<file path="src/rtl/twiddle_lut.sv">
// -----------------------------------------------------------------------------
// twiddle_lut
//
// Read-only twiddle-factor table for a 16-point radix-2 FFT. For index k it
// returns W16^k = cos(2*pi*k/16) - j*sin(2*pi*k/16) as two signed Q2.14 words
// (1.0 = 0x4000). The lookup is purely combinational and the result is
// captured in the output registers, giving one cycle of latency and one new
// index per cycle.
//
// Ports
//   clk               in   1   system clock, rising-edge active
//   rst               in   1   asynchronous active-low reset; clears outputs
//   twiddle_num       in   4   twiddle index k, unsigned 0..15 (all legal)
//   twiddle_val_real  out  16  Re(W16^k), signed Q2.14, registered
//   twiddle_val_imag  out  16  Im(W16^k) = -sin(2*pi*k/16), signed Q2.14,
//                              registered
// -----------------------------------------------------------------------------
module twiddle_lut (
  input  logic        clk,
  input  logic        rst,
  input  logic [3:0]  twiddle_num,
  output logic [15:0] twiddle_val_real,
  output logic [15:0] twiddle_val_imag
);

  // Q2.14 magnitudes, round-to-nearest of value * 16384.
  localparam logic [15:0] POS_ONE  = 16'h4000;  //  1.0
  localparam logic [15:0] POS_C225 = 16'h3B21;  //  cos 22.5 deg
  localparam logic [15:0] POS_C450 = 16'h2D41;  //  cos 45 deg
  localparam logic [15:0] POS_C675 = 16'h187E;  //  cos 67.5 deg
  localparam logic [15:0] ZERO     = 16'h0000;
  localparam logic [15:0] NEG_ONE  = 16'hC000;  // -1.0
  localparam logic [15:0] NEG_C225 = 16'hC4DF;  // -cos 22.5 deg
  localparam logic [15:0] NEG_C450 = 16'hD2BF;  // -cos 45 deg
  localparam logic [15:0] NEG_C675 = 16'hE782;  // -cos 67.5 deg

  logic [15:0] real_s;
  logic [15:0] imag_s;

  // Full 16-entry table; the imaginary column carries the -sin sign already.
  always_comb begin
    real_s = ZERO;
    imag_s = ZERO;
    case (twiddle_num)
      4'd0: begin
        real_s = POS_ONE;
        imag_s = ZERO;
      end
      4'd1: begin
        real_s = POS_C225;
        imag_s = NEG_C675;
      end
      4'd2: begin
        real_s = POS_C450;
        imag_s = NEG_C450;
      end
      4'd3: begin
        real_s = POS_C675;
        imag_s = NEG_C225;
      end
      4'd4: begin
        real_s = ZERO;
        imag_s = NEG_ONE;
      end
      4'd5: begin
        real_s = NEG_C675;
        imag_s = NEG_C225;
      end
      4'd6: begin
        real_s = NEG_C450;
        imag_s = NEG_C450;
      end
      4'd7: begin
        real_s = NEG_C225;
        imag_s = NEG_C675;
      end
      4'd8: begin
        real_s = NEG_ONE;
        imag_s = ZERO;
      end
      4'd9: begin
        real_s = NEG_C225;
        imag_s = POS_C675;
      end
      4'd10: begin
        real_s = NEG_C450;
        imag_s = POS_C450;
      end
      4'd11: begin
        real_s = NEG_C675;
        imag_s = POS_C225;
      end
      4'd12: begin
        real_s = ZERO;
        imag_s = POS_ONE;
      end
      4'd13: begin
        real_s = POS_C675;
        imag_s = POS_C225;
      end
      4'd14: begin
        real_s = POS_C450;
        imag_s = POS_C450;
      end
      4'd15: begin
        real_s = POS_C225;
        imag_s = POS_C675;
      end
      default: begin
        real_s = ZERO;
        imag_s = ZERO;
      end
    endcase
  end

  // Output registers: both words load together so real/imag always pair up.
  always_ff @(posedge clk or negedge rst) begin
    if (!rst) begin
      twiddle_val_real <= ZERO;
      twiddle_val_imag <= ZERO;
    end else begin
      twiddle_val_real <= real_s;
      twiddle_val_imag <= imag_s;
    end
  end

endmodule

</file>
<file path="config.mk">
export PLATFORM = sky130hd
export DESIGN_NAME = twiddle_lut
export DESIGN_NICKNAME = d
export VERILOG_FILES = /design/src/rtl/twiddle_lut.sv
export SDC_FILE = /design/constraint.sdc
export NUM_CORES = 1
export LEC_CHECK = 0
export BUFFER_PORTS_ARGS = -buffer_cell sky130_fd_sc_hd__buf_2
export CAP_MARGIN = 5
export CORE_ASPECT_RATIO = 1.4
export CORE_MARGIN = 1.5
export CORE_UTILIZATION = 45
export DETAILED_ROUTE_END_ITERATION = 16
export GPL_ROUTABILITY_DRIVEN = 1
export PLACE_DENSITY_LB_ADDON = 0.1
export SLEW_MARGIN = 20
export SYNTH_ARGS = -nofsm -noshare
export SYNTH_HDL_FRONTEND = slang
export SYNTH_SLANG_ARGS = --single-unit
export TNS_END_PERCENT = 50
</file>
<file path="constraint.sdc">
create_clock -name clk -period 0.8 [get_ports clk]
set_input_delay 0.08 -clock clk [delete_from_list [all_inputs] [get_ports clk]]
set_output_delay 0.08 -clock clk [all_outputs]
set_load 0.005 [all_outputs]
</file>
-- Word level (Yosys, flattened, before mapping)
Memories as Yosys holds them, arrays and structs flattened. A register that Yosys moved wholly into a read port is not among the register bits.
Index checks and enable logic that the tools add are counted.
- flip-flop bits (word level): 0
- bits in latches: 0
- bits in writable memories: 0
- memory bits (read-only): 512
- bits of input ports: 6
- memories kept: 1
- add/sub/neg operators: 0
- multipliers: 0
- div/mod/pow operators: 0
- magnitude comparators: 0
- equal/unequal tests: 0
- shift-type cells: 0
- muxes and demuxes: 0
- bitwise gates (word level): 0
- reductions and logical operators: 1
- memory list (name ; depth ; width ; read ports ; clocked after memory_dff ; write ports ; RTL line ; text):
    (no name shown) ; 16 ; 32 ; 1 ; 1 ; 0 ; 44 ; case (twiddle_num)
- operators with widths (operator ; number):
    logical NOT 1 bit ; 1

-- Depth between registers and ports, before layout
- depth in word-level cells: 1
- mapped depth: 5
- mapped depth without buffers: 5

-- Worst setup path before layout
OpenSTA, ideal clock, no wires.
- path kind: input -> register
- start point: input port twiddle_num[0]
- end point: register twiddle_val_imag[6]
- setup time: 0.125 ns
- arrival time: 0.870 ns
- data required time: 0.675 ns
- setup slack: -0.195 ns
- cell stages on the path: 5
- path buffers: 0
- path through: inv_1 -> ha_1 -> mux2_4 -> nand2_1 -> o21ai_1
- RTL lines (what ; RTL line ; text):
    from (decl) ; 21 ; input logic [3:0] twiddle_num,
    to (decl) ; 23 ; output logic [15:0] twiddle_val_imag

-- Worst setup path after layout
- start point: register twiddle_val_imag[4]
- end point: output port twiddle_val_imag[4]
No word-level cell between the ends.

==> flow_summary.yaml <==
run_status:
  status: "complete, but fails checks"
  violations: "design-rule violations, negative setup slack"
power_and_ir_drop:
  seq_power_share_pct: 54.2
  switching_share_pct: 25.1
  power-per-cell-area_nw_per_um2: 1790
  combinationalPowerShare_pct: 20.9
  pwr-share-clk_pct: 24.9
  p_leak_nw: 0.742
  internal_power_mw: 1.87
  p_sw_mw: 0.628
  ir_worst_vdd_mv: 1.33
  p_total_mw: 2.50
cts:
  htree_num_levels: 1
  cts_tree: "done"
  clock-root-buffer: "clkbuf_4"
  clkSlewWorstSetupHoldPaths_ns: 0.13
  cts_buffers: 3
  cts.path.max_buffers: 2
  cts_num_sinks: 24
die:
  die_area_um2: 2700
  initial_core_util_pct: 48.4
  die-height_um: 60.9
  die_x_um: 44.4
  core_um2: 2230
  ios: 38
  rows: 20
yosys:
  synth_common_cells: "dfrtp_1, nand2_1, buf_4, o21ai_0, mux2i_1"
  async_reset_ff_share_pct: 100
  synth-edff-count: 0
  synthesis.area_um2: 1080
  synth_top_cell_area_share_pct: 55.7
  syn_nets: 105
  postSynthCellCount: 93
  synthTopCellsByArea: "dfrtp_1, ha_1, mux2i_1"
  ys.flop_type: "dfrtp_1"
  ys_types: 20
  yosysTopAreaCell: "dfrtp_1"
  yosys.cell_count.top_type: "dfrtp_1"
  syn_avg_cell_area_um2: 11.6
  synth-seq-cells: 24
  yosysSeqAreaShare_pct: 55.7
  ys_warn_count: 0
placement:
  gp_congestion: 0.718
  hpwl_um: 1360
  port_buffers: 37
  pre_cts_slack_ns: -0.342
route:
  dr_total_vias: 771
  vias_per_cell: 4.85
  detail-route-antenna-nets: 0
  routed_wl_um: 1780
  drc: 5
  first_pass_iters: 11
  post_drt_wl_per_cell_um: 11.2
  drtIter0Drc: 19
run:
  drv_cap: 0
sta:
  rsz0062_at_grt: "true"
  relSlewSlack_pct: 80.6
  hold_slack_ns: 0.0528
  final-max-slew-violation-count: 0
  tightest_slew_ns: 0.288
  setup_violations: 32
  max_clock_freq_mhz: 1100
  hold_viol: 0
  period_needed_ns: 0.910
  layout_setup_ws_ns: -0.110
  period_share_pct: 114
worst_setup_path:
  endpoint_kind: "output port"
  critPathBufInv: 1
  crit_family: "flip-flops"
  required_ns: 0.72
  critical-path-slowest-cell: "dfrtp_1"
  arrival_ns: 0.83
  path_cells: "buf_2"
  worstSetupStartpointType: "register"
  slowest_delay_ns: 0.40
  crit_type: "register to output port"
  worstPathMaxFanout: 3
grt:
  antenna_found_initial: 0
  grt_max_degree: 25
  gr-total-overflow: 0
  grt.total_usage_pct: 15.5
  grt_pass1_vias: 718
  grt_pass1_wl_um: 3080
finish:
  nets: 150
  n_antenna_cell: 0
  drive_gt1_share_pct: 46.0
  area_growth_pct: 29.4
min_path:
  hold_class: "input port to register"
-- routing by layer --
| metal | routed length [um] | track usage (%) |
|---|---|---|
| met1 | 773 | 18.6 |
| met2 | 884 | 27.1 |
| met3 | 99 | 2.68 |
| met4 | 26 | 6.49 |
| met5 | 0 | 0 |
-- through the flow --
step	utilization, %	TNS, ns	cell area (um2)	std cells
final	62.6	-3.02	1400	159
after global routing	62.6	-4.37	1400	159
after CTS	62.4	-3.54	1390	159
after detailed placement	60.3	-4.62	1340	154
after global placement	60.3	-4.27	1340	154
after floorplan	-	-0.588	1090	93
-- repair_timing --
| action | 4_1_cts | 5_1_grt |
|---|---|---|
| resized for setup | 0 | 4 |
| endpoints found under the hold margin | 24 | 0 |
| buffers inserted | 0 | 0 |
| pin swaps | 0 | 0 |
| setup endpoints to repair | 32 | 40 |
| hold buffers | 1 | 0 |
-- cell usage in the layout, fill, tap and decap left out, types with 2 or more instances in the layout --
| master | n |
|---|---|
| buf_2 | 36 |
| buf_12 | 2 |
| mux2i_1 | 7 |
| nand2b_1 | 2 |
| inv_2 | 2 |
| o21ai_1 | 5 |
| o21ai_0 | 9 |
| dfrtp_1 | 24 |
| clkbuf_4 | 3 |
| nand2_1 | 10 |
| mux2_4 | 2 |
| nor2_1 | 5 |
| buf_4 | 13 |
| ha_1 | 5 |
-- final timing paths --
path / endpoint / depth (start not counted) / start / slack [ns]
max in group asynchronous: twiddle_val_real[4] / 3 / rst / 0.45
setup / recovery: twiddle_val_imag[4] / 1 / twiddle_val_imag[4] / -0.11
hold / removal: twiddle_val_imag[5] / 2 / twiddle_num[0] / 0.05
min in group asynchronous: twiddle_val_imag[7] / 3 / rst / 0.21
-- cell type report --
| cell class | instances | area (um2) |
|---|---|---|
| multi-input combinational | 53 | 384 |
| inverter | 4 | 18.8 |
| tap | 22 | 27.5 |
| fill | 186 | 832 |
| clock buffer | 4 | 36.3 |
| timing repair buffer | 52 | 328 |
| sequential | 24 | 601 |
-- state kept, by name, indices dropped and copies added (netlist names) --
register	flops
twiddle_val_real	12
twiddle_val_imag	12
-- power groups by stage --
stage / sequential, mW / clock (mW) / combinational, mW
after detailed placement: 1.38 / 0 / 0.524
after CTS: 1.36 / 0.651 / 0.528
after global routing: 1.37 / 0.685 / 0.594
after global placement: 1.38 / 0 / 0.515
after floorplan: 1.41 / 0 / 0.273
final: 1.35 / 0.622 / 0.524
-- cell families after synthesis --
family	after synthesis	synth area share [%]
flip-flops	24	55.7
AO/OA/AOI/OAI	18	8.82
AND/OR/NAND/NOR	17	6.38
multiplexers	10	10.3
adder cells (fa/ha/maj)	6	6.96
buffers and inverters	16	10.2
XOR/XNOR	2	1.62
(Power assumes the default switching activity.)
